===== src/rtl/conv_result_reader.sv =====
`default_nettype none
// ============================================================================
// Module   : conv_result_reader
// Captures one OUT_DIM x OUT_DIM conv result and presents it one element at a
// time. Optional macro AUTO_SCAN_EN replaces the step pin with a timed advance.
// Revision : 1.0
// ============================================================================
module conv_result_reader #(
    parameter int OUT_DIM  = 4,
    parameter int DATA_W   = 8,
    parameter int SCAN_DIV = 12_000_000,
    parameter int IDX_W    = $clog2(OUT_DIM*OUT_DIM)
) (
    input  logic                              clk,
    input  logic                              rst_n,
    input  logic                              ena,
    input  logic                              res_valid,
    input  logic [OUT_DIM*OUT_DIM*DATA_W-1:0] res_flat,
    input  logic                              step,
    input  logic                              restart,
    output logic [DATA_W-1:0]                 dout,
    output logic [IDX_W-1:0]                  idx,
    output logic                              busy,
    output logic                              last,
    output logic                              done,
    output logic                              ovr
);
    localparam int               N        = OUT_DIM*OUT_DIM;
    localparam logic [IDX_W-1:0] LAST_IDX = IDX_W'(N-1);

    typedef enum logic [1:0] {
        ST_IDLE = 2'd0,
        ST_SHOW = 2'd1,
        ST_DONE = 2'd2
    } state_t;

    state_t            r_state, w_state_nx;
    logic [IDX_W-1:0]  r_idx, w_idx_nx;
    logic              r_ovr, w_ovr_nx;
    logic              w_capture;
    logic              w_advance;
    logic [DATA_W-1:0] r_buf [N];
    logic [DATA_W-1:0] r_dout;

    // Bits [1:0] synchronise the raw switch, bit [2] is the edge-detect history.
    logic [2:0] r_step_sync, r_rst_sync;
    logic       w_step_edge, w_restart_edge;

    always_ff @(posedge clk or negedge rst_n) begin
        if (!rst_n) begin
            r_step_sync <= '0;
            r_rst_sync  <= '0;
        end else begin
            r_step_sync <= {r_step_sync[1:0], step};
            r_rst_sync  <= {r_rst_sync[1:0], restart};
        end
    end

    assign w_step_edge    = r_step_sync[1] & ~r_step_sync[2];
    assign w_restart_edge = r_rst_sync[1]  & ~r_rst_sync[2];

`ifdef AUTO_SCAN_EN
    localparam int CNT_W = (SCAN_DIV > 1) ? $clog2(SCAN_DIV) : 1;

    logic [CNT_W-1:0] r_scan_cnt;
    logic             w_scan_tick;
    logic             w_unused_step;

    assign w_unused_step = w_step_edge;
    assign w_scan_tick   = (r_state == ST_SHOW) && (r_scan_cnt == CNT_W'(SCAN_DIV-1));
    assign w_advance     = w_scan_tick;

    always_ff @(posedge clk or negedge rst_n) begin
        if (!rst_n) begin
            r_scan_cnt <= '0;
        end else if (ena) begin
            if (w_capture || w_restart_edge || w_scan_tick)
                r_scan_cnt <= '0;
            else if (r_state == ST_SHOW)
                r_scan_cnt <= r_scan_cnt + CNT_W'(1);
        end
    end
`else
    logic [31:0] w_unused_cfg;

    assign w_unused_cfg = 32'(SCAN_DIV);
    assign w_advance    = w_step_edge;
`endif

    always_ff @(posedge clk or negedge rst_n) begin
        if (!rst_n) begin
            r_state <= ST_IDLE;
            r_idx   <= '0;
            r_ovr   <= 1'b0;
        end else begin
            r_state <= w_state_nx;
            r_idx   <= w_idx_nx;
            r_ovr   <= w_ovr_nx;
        end
    end

    always_comb begin
        w_state_nx = r_state;
        w_idx_nx   = r_idx;
        w_ovr_nx   = r_ovr;
        w_capture  = 1'b0;
        busy       = (r_state == ST_SHOW);
        done       = (r_state == ST_DONE);
        last       = (r_state == ST_SHOW) && (r_idx == LAST_IDX);
        if (ena) begin
            case (r_state)
                ST_IDLE: begin
                    if (res_valid) begin
                        w_capture  = 1'b1;
                        w_idx_nx   = '0;
                        w_ovr_nx   = 1'b0;
                        w_state_nx = ST_SHOW;
                    end
                end
                ST_SHOW: begin
                    if (res_valid)
                        w_ovr_nx = 1'b1;
                    if (w_restart_edge) begin
                        w_idx_nx = '0;
                    end else if (w_advance) begin
                        if (r_idx == LAST_IDX)
                            w_state_nx = ST_DONE;
                        else
                            w_idx_nx = r_idx + IDX_W'(1);
                    end
                end
                ST_DONE: begin
                    // A new result takes priority over a replay request.
                    if (res_valid) begin
                        w_capture  = 1'b1;
                        w_idx_nx   = '0;
                        w_ovr_nx   = 1'b0;
                        w_state_nx = ST_SHOW;
                    end else if (w_restart_edge) begin
                        w_idx_nx   = '0;
                        w_state_nx = ST_SHOW;
                    end
                end
                default: w_state_nx = ST_IDLE;
            endcase
        end
    end

    always_ff @(posedge clk or negedge rst_n) begin
        if (!rst_n) begin
            for (int k = 0; k < N; k++)
                r_buf[k] <= '0;
        end else if (w_capture) begin
            for (int k = 0; k < N; k++)
                r_buf[k] <= res_flat[k*DATA_W +: DATA_W];
        end
    end

    always_ff @(posedge clk or negedge rst_n) begin
        if (!rst_n)
            r_dout <= '0;
        else
            r_dout <= r_buf[r_idx];
    end

    assign dout = r_dout;
    assign idx  = r_idx;
    assign ovr  = r_ovr;

endmodule
`default_nettype wire


===== config.mk =====
export PLATFORM = sky130hd
export DESIGN_NAME = conv_result_reader
export DESIGN_NICKNAME = d
export VERILOG_FILES = /design/src/rtl/conv_result_reader.sv
export SDC_FILE = /design/constraint.sdc
export NUM_CORES = 1
export LEC_CHECK = 0
export ABC_AREA = 0
export BUFFER_PORTS_ARGS = -buffer_cell sky130_fd_sc_hd__clkbuf_2
export CORE_MARGIN = 4
export CORE_UTILIZATION = 30
export DETAILED_ROUTE_END_ITERATION = 12
export PLACE_DENSITY = 0.55
export SLEW_MARGIN = 20
export SYNTH_ARGS = -nofsm -noshare
export SYNTH_HDL_FRONTEND = slang
export SYNTH_SLANG_ARGS = --single-unit

===== constraint.sdc =====
create_clock -name clk -period 1.4 [get_ports clk]
set_input_delay 0.28 -clock clk [delete_from_list [all_inputs] [get_ports clk]]
set_output_delay 0.28 -clock clk [all_outputs]
set_load 0.005 [all_outputs]

==> results.sh <==
export IMPL_outcome="complete, but fails checks"
export IMPL_violations="setup timing"
export IMPL_p_per_area_nw_per_um2=1580
export IMPL_async_flop_share_pct=100
export IMPL_hp_start="res_flat[123]"
export IMPL_dieArea_sq_um=25700
export IMPL_synth_largest_area_cell="dfrtp_1"
export IMPL_gp_congestion=0.792
export IMPL_htree_levels=4
export IMPL_row_count=55
export IMPL_vias=4374
export IMPL_fin_worst_skew_ps=16.0
export IMPL_wire_per_inst_um=22.3
export IMPL_p_leak_nw=4.78
export IMPL_irDropWorstVdd_v=0.000760
export IMPL_reg2reg_depth=5
export IMPL_cts_root_buffer="clkbuf_16"
export IMPL_start_util_pct=30.6
export IMPL_synth_top_area_share_pct=53.6
export IMPL_clockPowerShare_pct=29.4
export IMPL_hold_slack_ps=77.3
export IMPL_reg2reg_to="dout[1]"
export IMPL_mappedNetlistNets=535
export IMPL_required_ps=1710
export IMPL_synth_edff_count=0
export IMPL_combPwrFrac_pct=28.9
export IMPL_antenna_found_initial=0
export IMPL_synthFlopType="dfrtp_1"
export IMPL_clkTransAtPathRegs_ps=70
export IMPL_num_nets_final=762
export IMPL_cp_buffers_inverters=2
export IMPL_antenna_left=0
export IMPL_hold_end="r_buf[3]"
export IMPL_hold_violations=0
export IMPL_fp_dieH_um=160
export IMPL_grt_first_pass_wirelength_mm=31.3
export IMPL_worstPathMaxFanout=4
export IMPL_p_seq_share_pct=41.7
export IMPL_numCtsBuffers=17
export IMPL_crit_path_max_incr_delay_ps=520
export IMPL_cts_sinks=149
export IMPL_portBuffers=149
export IMPL_slew_violations=0
export IMPL_synthTopCellsByCount="dfrtp_1, mux2_4, mux2_2, mux4_2, buf_6"
export IMPL_crit_type="flip-flop to flip-flop"
export IMPL_hold_depth=2
export IMPL_avgSynthCellArea_sq_um=17.4
export IMPL_drtIter0Drc=172
export IMPL_grt_overflow=0
export IMPL_drive_gt1_share_pct=70.5
export IMPL_synthCells=400
export IMPL_end_kind="flip-flop"
export IMPL_io_pins=150
export IMPL_wirelength_mm=20.6
export IMPL_cp_top_family="multiplexers"
export IMPL_first_pass_iters=4
export IMPL_r2r_start="idx[0]"
export IMPL_max_cap_violations=0
export IMPL_min_path_type="primary input to flip-flop"
export IMPL_hpwl_mm=14.1
export IMPL_netlist_area_sq_um=6950
export IMPL_grt_max_degree=55
export IMPL_slew_headroom_pct=46.4
export IMPL_worst_path_max_delay_cell="mux4_2"
export IMPL_startpoint_type="flip-flop"
export IMPL_tightest_slew_ps=802
export IMPL_antenna_cells=0
export IMPL_p_sw_share_pct=28.2
export IMPL_internal_power_mw=11.2
export IMPL_die_w_um=160
export IMPL_crit_chain="buf_4 -> bufbuf_16 -> mux4_2 -> a22oi_2 -> nand2_1"
export IMPL_setup_violations=145
export IMPL_rsz0062_at_grt="true"
export IMPL_synth_cell_types=36
export IMPL_area_growth_pct=41.7
export IMPL_finalSetupTns_ps=-19410
export IMPL_fin_util_pct=43.4
export IMPL_period_minus_slack_ps=1750
export IMPL_finalCritPeriodShare_pct=125
export IMPL_cts_tree="done"
export IMPL_clockBufferDepth=2
export IMPL_ys_seq_area_share_pct=53.6
export IMPL_core_region_area_sq_um=22700
export IMPL_synth_area_leaders="dfrtp_1, mux2_4, mux4_2, mux2_2, buf_6"
export IMPL_worstSkewPairLatency_ps=430
export IMPL_fmax_ghz=0.570
export IMPL_route_detailed_drc=0
export IMPL_yosysMostFrequentCell="dfrtp_1"
export IMPL_reg2reg_slack_ps=-350
export IMPL_yosys_warnings=0
export IMPL_grt_usage_pct=16.3
export IMPL_switching_power_mw=4.40
export IMPL_cp_arrival_ps=2060
export IMPL_worstSetupPathDepth=5
export IMPL_grt_pass1_vias=5150
export IMPL_vias_per_cell=4.73
export IMPL_synth_seq_cells=149
export IMPL_fin_ws_ps=-354
[worst max path at each step]
stage | from | end
floorplan | idx[0] | dout[7]
global placement | idx[0] | dout[4]
detailed placement | idx[0] | idx[0]
CTS | idx[0] | last
global route | idx[0] | last
finish | idx[0] | dout[1]
[flip-flops by register name, summed over array words and instances, names as in the netlist]
signal,cells
idx,4
r_buf,128
r_step_sync,3
ovr,1
r_rst_sync,3
r_state,2
dout,8
[kinds of logic (layout without fill, tap and decap cells)]
logic type / after synthesis / after routing / synth area share [%]
buffers and inverters: 26 / 266 / 3.53
muxes: 161 / 161 / 37.1
and+or+nand+nor: 32 / 32 / 2.29
adders and majority gates: 1 / 1 / 0.180
AOI/OAI and AO/OA: 31 / 31 / 3.26
DFF: 149 / 149 / 53.6
[layout make-up]
type,count,area (sq um)
inverter,2,7.51
clock inverter,14,158
fill,2037,12900
sequential,149,3730
multi-input combinational,225,3110
timing repair buffer,232,2040
clock buffer,18,439
tap,285,357
[per-stage QoR]
step / total power [mW] / cell area (sq um) / instances / setup WS [ps]
6_report: 15.6 / 9850 / 925 / -354
5_1_grt: 16.3 / 9850 / 925 / -399
4_1_cts: 15.7 / 9780 / 921 / -358
3_5_place_dp: 10.5 / 8200 / 846 / -374
3_3_place_gp: 10.4 / 8200 / 846 / -348
2_1_floorplan: 8.91 / 6960 / 400 / -119
[placed cells by master (no fill, tap or decap), types with 2 or more instances in the layout]
master,instances
a22oi_2,9
clkbuf_2,145
clkbuf_16,18
buf_6,21
mux2_2,27
inv_8,3
buf_12,18
mux2_4,102
dfrtp_2,5
o21ai_1,2
inv_6,5
nor2_1,3
dfrtp_1,144
a21o_1,2
buf_4,25
dlygate4sd3_1,3
buf_8,4
a22oi_1,7
mux4_2,29
o21a_1,2
nor2b_1,4
mux4_4,3
buf_16,14
clkinv_4,3
nor2_2,3
o21ai_0,2
nand2_1,12
[what timing repair did]
action                     4_1_cts  5_1_grt
hold endpoints to repair        24        0
pin swaps                       11       10
hold buffers                     3        0
buffers inserted                25       10
setup endpoints to repair      146      150
gates cloned                    17        1
resized for setup               65       31
[metal layers]
| layer | global-route usage (%) | routed length (um) |
|---|---|---|
| met5 | 0 | 0 |
| met2 | 27.8 | 10600 |
| met4 | 4.58 | 242 |
| met3 | 3.51 | 964 |
| met1 | 21.0 | 8820 |
[power groups by stage]
stage	Sequential [mW]	Clock, mW	Combinational, mW
after detailed placement	6.59	0	3.92
after floorplan	6.08	0	2.82
after global placement	6.56	0	3.85
after global routing	6.63	4.87	4.81
final	6.51	4.58	4.51
after CTS	6.52	4.72	4.50
Note: power is estimated with default switching activity, not from simulation.
